`src/rtl/adc_window_pkg.sv`:
```
// adc_window_pkg -- shared definitions for the ADC window sequencer.
//   * default counter widths for adc_window_sequencer
//   * sequencer state enum; its encodings double as the CSR readout
//     codes so software sees the same values as the FSM register.
package adc_window_pkg;

  localparam int unsigned COUNT_WIDTH_DEF = 16;
  localparam int unsigned EVENT_WIDTH_DEF = 32;

  localparam logic [2:0] STATE_CODE_IDLE    = 3'd0;
  localparam logic [2:0] STATE_CODE_ARMED   = 3'd1;
  localparam logic [2:0] STATE_CODE_ACQUIRE = 3'd2;
  localparam logic [2:0] STATE_CODE_LATCH   = 3'd3;
  localparam logic [2:0] STATE_CODE_HOLDOFF = 3'd4;

  typedef enum logic [2:0] {
    ST_IDLE    = STATE_CODE_IDLE,
    ST_ARMED   = STATE_CODE_ARMED,
    ST_ACQUIRE = STATE_CODE_ACQUIRE,
    ST_LATCH   = STATE_CODE_LATCH,
    ST_HOLDOFF = STATE_CODE_HOLDOFF
  } state_t;

endpackage

```
`src/rtl/sat_counter.sv`:
```
// sat_counter -- loadable, saturating up-counter with a limit compare.
// Ports:
//   clk, rst     clock, asynchronous active-high reset (count -> 0)
//   load         load load_value (has priority over inc)
//   load_value   value loaded on load
//   inc          increment by one; holds at all-ones
//   limit        compare value
//   count        registered count
//   hit          the value being written this cycle (load or inc) equals limit
module sat_counter #(
  parameter int unsigned WIDTH = 16
) (
  input  logic             clk,
  input  logic             rst,
  input  logic             load,
  input  logic [WIDTH-1:0] load_value,
  input  logic             inc,
  input  logic [WIDTH-1:0] limit,
  output logic [WIDTH-1:0] count,
  output logic             hit
);

  logic [WIDTH-1:0] count_nx;

  always_comb begin
    count_nx = count;
    if (load) begin
      count_nx = load_value;
    end else if (inc && (count != '1)) begin
      count_nx = count + WIDTH'(1);
    end
  end

  assign hit = (load | inc) & (count_nx == limit);

  always_ff @(posedge clk or posedge rst) begin
    if (rst) begin
      count <= '0;
    end else begin
      count <= count_nx;
    end
  end

endmodule

```
`src/rtl/adc_window_sequencer.sv`:
```
// adc_window_sequencer -- single-pass self-trigger sequencer for the ADC
// statistics path (adcClk domain). Arms on request, waits for the threshold
// flag, gates the RMS accumulators over the use-this-sample window, latches,
// applies a holdoff and optionally re-arms.
// Optional feature macro: ADC_WINDOW_TIMEOUT_EN (adds adcTimeout/adcForced:
// a forced window of adcMaxWindow samples when no threshold arrives in time).
// Ports:
//   adcClk, adcReset      clock, asynchronous active-high reset
//   adcArm / adcAbort     single-cycle arm / abort requests (abort wins)
//   adcAutoRearm          re-arm after holdoff
//   adcHoldoff            valid samples to wait after latch
//   adcMaxWindow          window cap in valid samples, 0 = no cap
//   adcValid, adcExceedsThreshold, adcUseThisSample   sample strobe + flags
//   adcAccClear/Enable/Latch   accumulator controls (registered)
//   adcArmed, adcBusy     status
//   adcWindowLength       valid samples in the last completed window
//   adcEventCount         completed windows since reset
module adc_window_sequencer
  import adc_window_pkg::*;
#(
  parameter int unsigned COUNT_WIDTH = COUNT_WIDTH_DEF,
  parameter int unsigned EVENT_WIDTH = EVENT_WIDTH_DEF
) (
  input  logic                   adcClk,
  input  logic                   adcReset,
  input  logic                   adcArm,
  input  logic                   adcAbort,
  input  logic                   adcAutoRearm,
  input  logic [COUNT_WIDTH-1:0] adcHoldoff,
  input  logic [COUNT_WIDTH-1:0] adcMaxWindow,
  input  logic                   adcValid,
  input  logic                   adcExceedsThreshold,
  input  logic                   adcUseThisSample,
`ifdef ADC_WINDOW_TIMEOUT_EN
  input  logic [COUNT_WIDTH-1:0] adcTimeout,
  output logic                   adcForced,
`endif
  output logic                   adcAccClear,
  output logic                   adcAccEnable,
  output logic                   adcAccLatch,
  output logic                   adcArmed,
  output logic                   adcBusy,
  output logic [COUNT_WIDTH-1:0] adcWindowLength,
  output logic [EVENT_WIDTH-1:0] adcEventCount
);

  state_t state, state_nx;

  logic acc_clear_nx, acc_enable_nx, acc_latch_nx;
  logic trigger, force_start, forced_mode, in_forced;
  logic start_window, window_full;
  logic len_inc, len_hit;
  logic cap_active;
  logic [COUNT_WIDTH-1:0] cap_value, len_count;
  logic hold_load, hold_inc, hold_hit, hold_expired;
  logic [COUNT_WIDTH-1:0] hold_count_unused;

  assign trigger      = adcValid & adcExceedsThreshold;
  assign start_window = (state == ST_ARMED) & ~adcAbort & (trigger | force_start);

  // A forced window ignores adcUseThisSample and is always capped
  // (cap of 1 when adcMaxWindow is 0).
  assign in_forced  = force_start | (forced_mode & (state == ST_ACQUIRE));
  assign cap_active = in_forced | (adcMaxWindow != '0);
  assign cap_value  = (adcMaxWindow == '0) ? COUNT_WIDTH'(1) : adcMaxWindow;
  assign len_inc    = (state == ST_ACQUIRE) & ~adcAbort & adcValid
                    & (adcUseThisSample | forced_mode);
  assign window_full = cap_active & len_hit;

  // The starting sample loads 1 so it counts as the first window sample.
  sat_counter #(.WIDTH(COUNT_WIDTH)) u_len_counter (
    .clk        (adcClk),
    .rst        (adcReset),
    .load       (start_window),
    .load_value (COUNT_WIDTH'(1)),
    .inc        (len_inc),
    .limit      (cap_value),
    .count      (len_count),
    .hit        (len_hit)
  );

  assign hold_load    = (state == ST_LATCH);
  assign hold_inc     = (state == ST_HOLDOFF) & adcValid;
  assign hold_expired = (state == ST_HOLDOFF) & ((adcHoldoff == '0) | hold_hit);

  sat_counter #(.WIDTH(COUNT_WIDTH)) u_hold_counter (
    .clk        (adcClk),
    .rst        (adcReset),
    .load       (hold_load),
    .load_value ('0),
    .inc        (hold_inc),
    .limit      (adcHoldoff),
    .count      (hold_count_unused),
    .hit        (hold_hit)
  );

`ifdef ADC_WINDOW_TIMEOUT_EN
  logic timeout_hit;
  logic [COUNT_WIDTH-1:0] timeout_count_unused;

  // Counts valid samples only while ARMED; held at 0 everywhere else.
  sat_counter #(.WIDTH(COUNT_WIDTH)) u_timeout_counter (
    .clk        (adcClk),
    .rst        (adcReset),
    .load       (state != ST_ARMED),
    .load_value ('0),
    .inc        ((state == ST_ARMED) & adcValid),
    .limit      (adcTimeout),
    .count      (timeout_count_unused),
    .hit        (timeout_hit)
  );

  assign force_start = (state == ST_ARMED) & adcValid & ~adcExceedsThreshold
                     & (adcTimeout != '0) & timeout_hit;

  always_ff @(posedge adcClk or posedge adcReset) begin
    if (adcReset) begin
      forced_mode <= 1'b0;
      adcForced   <= 1'b0;
    end else begin
      if (start_window) begin
        forced_mode <= force_start;
      end
      if (acc_latch_nx) begin
        adcForced <= forced_mode;
      end else if ((state_nx == ST_ARMED) && (state != ST_ARMED)) begin
        adcForced <= 1'b0;
      end
    end
  end
`else
  assign force_start = 1'b0;
  assign forced_mode = 1'b0;
`endif

  always_ff @(posedge adcClk or posedge adcReset) begin
    if (adcReset) begin
      state <= ST_IDLE;
    end else begin
      state <= state_nx;
    end
  end

  always_comb begin
    state_nx      = state;
    acc_clear_nx  = 1'b0;
    acc_enable_nx = 1'b0;
    acc_latch_nx  = 1'b0;
    if (adcAbort) begin
      state_nx = ST_IDLE;
    end else begin
      case (state)
        ST_IDLE: begin
          if (adcArm) begin
            state_nx     = ST_ARMED;
            acc_clear_nx = 1'b1;
          end
        end
        ST_ARMED: begin
          if (start_window) begin
            acc_enable_nx = 1'b1;
            state_nx      = window_full ? ST_LATCH : ST_ACQUIRE;
          end
        end
        ST_ACQUIRE: begin
          if (adcValid) begin
            if (len_inc) begin
              acc_enable_nx = 1'b1;
              if (window_full) begin
                state_nx = ST_LATCH;
              end
            end else begin
              state_nx = ST_LATCH;
            end
          end
        end
        ST_LATCH: begin
          acc_latch_nx = 1'b1;
          state_nx     = ST_HOLDOFF;
        end
        ST_HOLDOFF: begin
          if (hold_expired) begin
            if (adcAutoRearm) begin
              state_nx     = ST_ARMED;
              acc_clear_nx = 1'b1;
            end else begin
              state_nx = ST_IDLE;
            end
          end
        end
        default: state_nx = ST_IDLE;
      endcase
    end
  end

  // Outputs are registered from the next-state decode so status flags line
  // up with the state register.
  always_ff @(posedge adcClk or posedge adcReset) begin
    if (adcReset) begin
      adcAccClear     <= 1'b0;
      adcAccEnable    <= 1'b0;
      adcAccLatch     <= 1'b0;
      adcArmed        <= 1'b0;
      adcBusy         <= 1'b0;
      adcWindowLength <= '0;
      adcEventCount   <= '0;
    end else begin
      adcAccClear  <= acc_clear_nx;
      adcAccEnable <= acc_enable_nx;
      adcAccLatch  <= acc_latch_nx;
      adcArmed     <= (state_nx == ST_ARMED);
      adcBusy      <= (state_nx != ST_IDLE);
      if (acc_latch_nx) begin
        adcWindowLength <= len_count;
        adcEventCount   <= adcEventCount + EVENT_WIDTH'(1);
      end
    end
  end

endmodule

```
`config.mk`:
```
export PLATFORM = sky130hd
export DESIGN_NAME = adc_window_sequencer
export DESIGN_NICKNAME = d
export VERILOG_FILES = /design/src/rtl/adc_window_pkg.sv /design/src/rtl/sat_counter.sv /design/src/rtl/adc_window_sequencer.sv
export SDC_FILE = /design/constraint.sdc
export NUM_CORES = 1
export LEC_CHECK = 0
export CAP_MARGIN = 20
export CORE_ASPECT_RATIO = 2
export CORE_UTILIZATION = 50
export DETAILED_ROUTE_END_ITERATION = 16
export PLACE_DENSITY_LB_ADDON = 0.2
export RECOVER_POWER = 50
export REMOVE_ABC_BUFFERS = 1
export SETUP_SLACK_MARGIN = 0.3
export SLEW_MARGIN = 20
export SYNTH_ARGS = -nofsm -noshare
export SYNTH_HDL_FRONTEND = slang
export SYNTH_SLANG_ARGS = --single-unit
export TNS_END_PERCENT = 10
```
`constraint.sdc`:
```
create_clock -name adcClk -period 3.7 [get_ports adcClk]
set_input_delay 0.74 -clock adcClk [delete_from_list [all_inputs] [get_ports adcClk]]
set_output_delay 0.74 -clock adcClk [all_outputs]
set_load 0.02 [all_outputs]
```
## Word level (Yosys, flattened, before mapping)

Cells that the tools add are included.

| cells by class | value |
|---|---|
| equal/unequal tests | 9 |
| reduce and logical (&&, ||, !) cells | 7 |
| bitwise gates (word level) | 15 |
| multiplexer cells | 27 |
| $add $sub $neg | 3 |

Operators with widths:

| operator | number |
|---|---|
| 16-bit 2-to-1 mux | 5 |
| 16-bit by 1-bit adder with 16-bit output (second input constant) | 2 |
| 32-bit by 1-bit adder with 32-bit output (second input constant) | 1 |
| 16-bit == test | 2 |
| 16-bit zero test | 2 |
| 16-bit != test (second input constant) | 2 |
| 3-bit 2-to-1 mux | 7 |
| 16-bit nonzero test | 1 |
| 3-bit case mux with 5 select lines | 1 |
| 1-bit 2-to-1 mux | 12 |
| 1-bit bitwise AND | 11 |
| 3-bit by 1-bit == test with 1-bit output (second input constant) | 2 |
| 3-bit by 2-bit == test with 1-bit output (second input constant) | 2 |
| 1-bit case mux with 2 select lines | 2 |
| 3-bit == test (second input constant) | 1 |
| 3-bit zero test | 1 |
| 1-bit OR | 3 |
| 3-bit nonzero test | 1 |
| 1-bit logical AND | 2 |
| 1-bit inverter | 1 |

| word-level totals | value |
|---|---|
| register bits | 88 |
| output and inout bits | 53 |

## Longest topological paths before layout

| depth | value |
|---|---|
| depth in word-level cells | 16 |
| gate-level depth with buffers | 11 |
| gate-level depth less buffers | 10 |

## Hierarchy

From an unflattened synthesis, not the netlist that was laid out.

| second synthesis, totals | value |
|---|---|
| cells, all modules | 663 |
| area, all modules | 5,878.1 um^2 |

By module, submodules not included:

| module | area each (um^2) | instances | cells an instance |
|---|---|---|---|
| sat_counter | 1,651.6 | 2 | 201 |
| adc_window_sequencer | 2,575.0 | 1 | 261 |

## Worst setup path before layout

Ideal clock, no wire load.

| timing path | value |
|---|---|
| kind | input-to-reg |
| from | input port adcValid |
| to | register adcArmed |
| data required time | 3,637 ps |
| setup time | 63 ps |
| slack | 514 ps |
| buffers on the path | 1 |
| arrival | 3,122 ps |
| stages on the path | 10 |
| cells stage by stage | nand4bb_4 or4_1 buf_2 or4_1 a21oi_2 xnor2_1 nor4b_4 nand4_4 a211o_1 o2bb2a_4 |

| on the way | value |
|---|---|
| elaborated cells between the ends (all ways) | 29 |

RTL lines:

| element | RTL line | source |
|---|---|---|
| from (decl) | adc_window_sequencer.sv:31 | `input logic adcValid,` |
| 1-bit bitwise AND | adc_window_sequencer.sv:83 | `assign hold_inc = (state == ST_HOLDOFF) & adcValid;` |
| 1-bit logical AND | sat_counter.sv:29 | `end else if (inc && (count != '1)) begin` |
| 16-bit 2-to-1 mux | sat_counter.sv:29 |  |
| 16-bit 2-to-1 mux | sat_counter.sv:27 | `if (load) begin` |
| net u_hold_counter.count_nx[11] | sat_counter.sv:23 | `logic [WIDTH-1:0] count_nx;` |
| 16-bit == test | sat_counter.sv:34 | `assign hit = (load \| inc) & (count_nx == limit);` |
| 1-bit bitwise AND | sat_counter.sv:34 |  |
| 1-bit OR | adc_window_sequencer.sv:84 | `assign hold_expired = (state == ST_HOLDOFF) & ((adcHoldoff == '0) \| hold_hit);` |
| 1-bit bitwise AND | adc_window_sequencer.sv:84 |  |
| 3-bit 2-to-1 mux | adc_window_sequencer.sv:182 | `if (hold_expired) begin` |
| 3-bit case mux with 5 select lines | adc_window_sequencer.sv:152 | `case (state)` |
| 3-bit 2-to-1 mux | adc_window_sequencer.sv:149 | `if (adcAbort) begin` |
| 3-bit by 1-bit == test with 1-bit output | adc_window_sequencer.sv:211 | `adcArmed <= (state_nx == ST_ARMED);` |
| to (signal assigned) | adc_window_sequencer.sv:211 |  |
| to (decl) | adc_window_sequencer.sv:41 | `output logic adcArmed,` |

The timed path passes the listed nets, and every way through them passes these cells.
A chain may end at the register's enable or synchronous reset.

## Worst setup path after layout

| timing path | value |
|---|---|
| from | input port adcAbort |
| to | register adcArmed |

| on the way | value |
|---|---|
| word-level cells in the longest chain between the ends | 16 |
| elaborated cells between the ends (all ways) | 21 |

Ends and longest elaborated chain:

| element | RTL line | source |
|---|---|---|
| from (decl) | adc_window_sequencer.sv:27 | `input logic adcAbort,` |
| 1-bit inverter | adc_window_sequencer.sv:59, adc_window_sequencer.sv:66 |  |
| 1-bit bitwise AND (2 in a row) | adc_window_sequencer.sv:66 | `assign len_inc = (state == ST_ACQUIRE) & ~adcAbort & adcValid` |
| 1-bit bitwise AND | adc_window_sequencer.sv:67 | `& (adcUseThisSample \| forced_mode);` |
| 1-bit logical AND | sat_counter.sv:29 |  |
| 16-bit 2-to-1 mux | sat_counter.sv:29 |  |
| 16-bit 2-to-1 mux | sat_counter.sv:27 |  |
| 16-bit == test | sat_counter.sv:34 |  |
| 1-bit bitwise AND | sat_counter.sv:34 |  |
| 1-bit bitwise AND | adc_window_sequencer.sv:68 | `assign window_full = cap_active & len_hit;` |
| 3-bit 2-to-1 mux | adc_window_sequencer.sv:169 | `if (window_full) begin` |
| 3-bit 2-to-1 mux | adc_window_sequencer.sv:167 | `if (len_inc) begin` |
| 3-bit 2-to-1 mux | adc_window_sequencer.sv:166 | `if (adcValid) begin` |
| 3-bit case mux with 5 select lines | adc_window_sequencer.sv:152 |  |
| 3-bit 2-to-1 mux (*) | adc_window_sequencer.sv:149 |  |
| 3-bit by 1-bit == test with 1-bit output (*) | adc_window_sequencer.sv:211 |  |

Every way passes the cells marked *; elsewhere a longest branch is shown, timed or not.

==> impl_metrics.yaml <==
status:
  status: "finished with violations"
  violations: "capacitance limit, slew limit"
yosys:
  ys_seq_area_share_pct: 41.8
  yosys.area.top_type_share_pct: 41.8
  synth_top_family_by_area: "simple AND/OR/NAND/NOR gates"
  synthesis.area_mm2: 0.00527
  synth_warnings: 0
  synthTopCellsByArea: "dfrtp_1 42%, xnor2_1 5.5%, mux2_2 4.1%"
  yosysUniqueCellTypes: 69
  synth_edf_count: 0
  synth_seq_cells: 88
  synth_fa_ha_area_share_pct: 0.712
  synthSimpleGateAreaFrac_pct: 27.7
  synth_xor_area_share_pct: 8.14
  ys_async_sr_fraction_pct: 100
  synth_area_leader_cell: "dfrtp_1"
  syn_inst: 533
  synth-main-ff-cell: "dfrtp_1"
  synthMuxAreaShare_pct: 5.01
  syn_area_per_cell_um2: 9.89
  synth_compound_area_share_pct: 13.6
layout:
  syn_to_final_growth_pct: 34.2
  fillers: 790
  seq_area_mm2: 0.00220
  n_antenna_cell: 0
  layout_common_cells: "88 x clkdlybuf4s50_1, 87 x dfrtp_1, 47 x buf_4"
  nNetsFinal: 708
  drive_gt1_share_pct: 19.3
  multi_input_area_mm2: 0.00307
  final_common_cell: "clkdlybuf4s50_1"
global_route:
  grt_pass1_wl_um: 25000
  gr-total-overflow: 0
  grt_usage_pct: 30.2
  grt_max_degree: 51
  grt_pass1_vias: 5096
  antenna_found_initial: 0
worst_setup_path:
  rr_startpoint: "u_hold_counter.count[0]$_DFF_PP0_"
  critPathSlowestCell: "nor4_2"
  cp_slowest_stage_delay_ns: 0.61
  crit_arrival_ns: 3.80
  cpMostUsedCell: "clkbuf_1"
  critPathBufInv: 4
  crit_chain: "clkdlybuf4s25_1, clkbuf_1, nor4_2, clkbuf_1, a31oi_1, o311a_1, a41o_1, nor4_4, buf_4, o21ai_2, o2bb2a_4"
  r2r_slack_ns: 0.37
  critPathTopFamily: "buffers and inverters"
  r2r-end: "adcArmed$_DFF_PP0_"
  reg2reg_depth: 10
  worstPathRequired_ns: 3.99
  crit_path_end_kind: "register"
  worst-setup-path-type: "input port to register"
  crit_fanout: 11
  start_kind: "input port"
sta:
  min_period_ns: 3.52
  final.period_utilization_pct: 95.0
  setup_viol: 0
  slew_headroom_pct: -15.6
  layout_setup_ws_ns: 0.185
  clock.fmax_ghz: 0.284
  skew_ns: 0.00711
  rsz0062_at_grt: "false"
  hold_violations: 0
  tightest_slew_ns: 1.72
  holdWs_ns: 0.476
  report.final.slew_viol_count: 39
min_path:
  hold_path_depth: 1
  min_to: "adcEventCount[31]$_DFFE_PP0P_"
  min-delay-start: "adcEventCount[31]$_DFFE_PP0P_"
  min_path_type: "register to register"
floorplanning:
  start_util_pct: 51.6
  rows: 52
  die_h_um: 147
  die_w_um: 74.6
  core_area_mm2: 0.0102
  die_area_mm2: 0.0110
  ios: 93
drt:
  drt-wirelength-per-cell_um: 19.4
  ant_nets: 0
  num_vias: 4962
  drtPass1Iterations: 7
  remaining_drc_errors: 0
  drt_iter0_drc: 274
  viasPerCell: 6.17
  drt-total-wl_um: 15600
clocking:
  cts_buffer_depth: 2
  cts_tree: "done"
  cts.clk_slew.worst_paths_ns: 0.06
  clockRootBuffer: "clkbuf_16"
  clock-sinks: 88
  clock_latency_ns: 0.35
  htree_levels: 3
  cts_buffers: 9
run:
  timing.max_cap.violations: 1
power:
  ir_drop_v: 0.000231
  p_leak_nw: 2.99
  p_per_area_mw_per_mm2: 301
placement:
  gp_congestion: 0.962
  hpwl_um: 11700
  io_buffers: 92
  dp_slack_ns: -0.444
[what timing repair did]
item / 4_1_cts / 5_1_grt
pin swaps: 5 / 12
resized for setup: 17 / 25
endpoints found under the hold margin: 0 / 0
setup buffers: 2 / 5
setup endpoints to repair: 4 / 3
hold buffers: 0 / 0
[synth_stat cells, types with 7 or more instances]
cell type,count
nand2_1,41
nor3_1,9
xor2_1,16
nand2b_1,8
a21oi_1,23
o21ai_0,10
inv_1,9
a211oi_1,9
and4_1,14
nor4_1,9
dfrtp_1,88
or4_1,9
buf_4,8
xnor2_1,33
nor2_1,26
and3_1,18
or3_1,15
a31oi_1,7
clkbuf_1,11
and2_1,9
mux2_2,19
nand3_1,26
nand4_1,15
[worst max path at each step]
stage / startpoint / end / slack, ns / cells past startpoint
4_1_cts: adcUseThisSample / adcArmed$_DFF_PP0_ / 0.30 / 12
3_3_place_gp: adcValid / adcArmed$_DFF_PP0_ / -0.39 / 11
6_report: adcAbort / adcArmed$_DFF_PP0_ / 0.18 / 11
3_5_place_dp: adcValid / adcArmed$_DFF_PP0_ / -0.44 / 11
5_1_grt: adcAbort / adcArmed$_DFF_PP0_ / 0.13 / 13
2_1_floorplan: adcValid / adcArmed$_DFF_PP0_ / 0.52 / 9
[kinds of logic after synthesis]
group                      Yosys count
buffers and inverters               33
and+or+nand+nor                    235
xor gates and xnor gates            49
DFF                                 88
adders and majority gates            3
AOI/OAI and AO/OA                  101
muxes                               24
[power breakdown]
part | internal (W) | switching (W) | total [W]
Clock | 0.000455 | 0.000402 | 0.000857
Sequential | 0.000984 | 0.0000306 | 0.00101
Combinational | 0.000125 | 0.000130 | 0.000255
[layout make-up]
type	instances	area share (%)
multi-input cells	412	43.4
clock buffers	9	3.18
flip-flops and latches	88	31.1
repair buffers	145	18.8
clock inverters	6	0.637
inverters	9	0.495
well taps	135	2.39
[stage by stage]
stage          instance area (um^2)  util [%]  instances  TNS, ns  total power, W
2_1_floorplan                  5140         -        509        0         0.00114
3_3_place_gp                   6590      64.5        782    -1.17         0.00126
3_5_place_dp                   6590      64.5        782    -1.39         0.00127
4_1_cts                        6950      68.0        799        0         0.00213
5_1_grt                        7080      69.3        804        0         0.00220
6_report                       7080      69.3        804        0         0.00213
[flip-flops by register name (all words and copies together) (netlist names)]
| name | cells |
|---|---|
| state | 3 |
| adcAccClear | 1 |
| u_len_counter.count | 16 |
| u_hold_counter.count | 16 |
| adcAccLatch | 1 |
| adcArmed | 1 |
| adcEventCount | 32 |
| adcAccEnable | 1 |
| adcWindowLength | 16 |
| adcBusy | 1 |
[per-layer routing]
layer,up-vias,routed length (um),track usage [%]
met3,63,621,4.05
li1,2277,-,-
met4,0,1140,22.5
met2,193,8540,54.5
met5,-,0,0
met1,2429,5300,29.4
(Power assumes the default switching activity.)
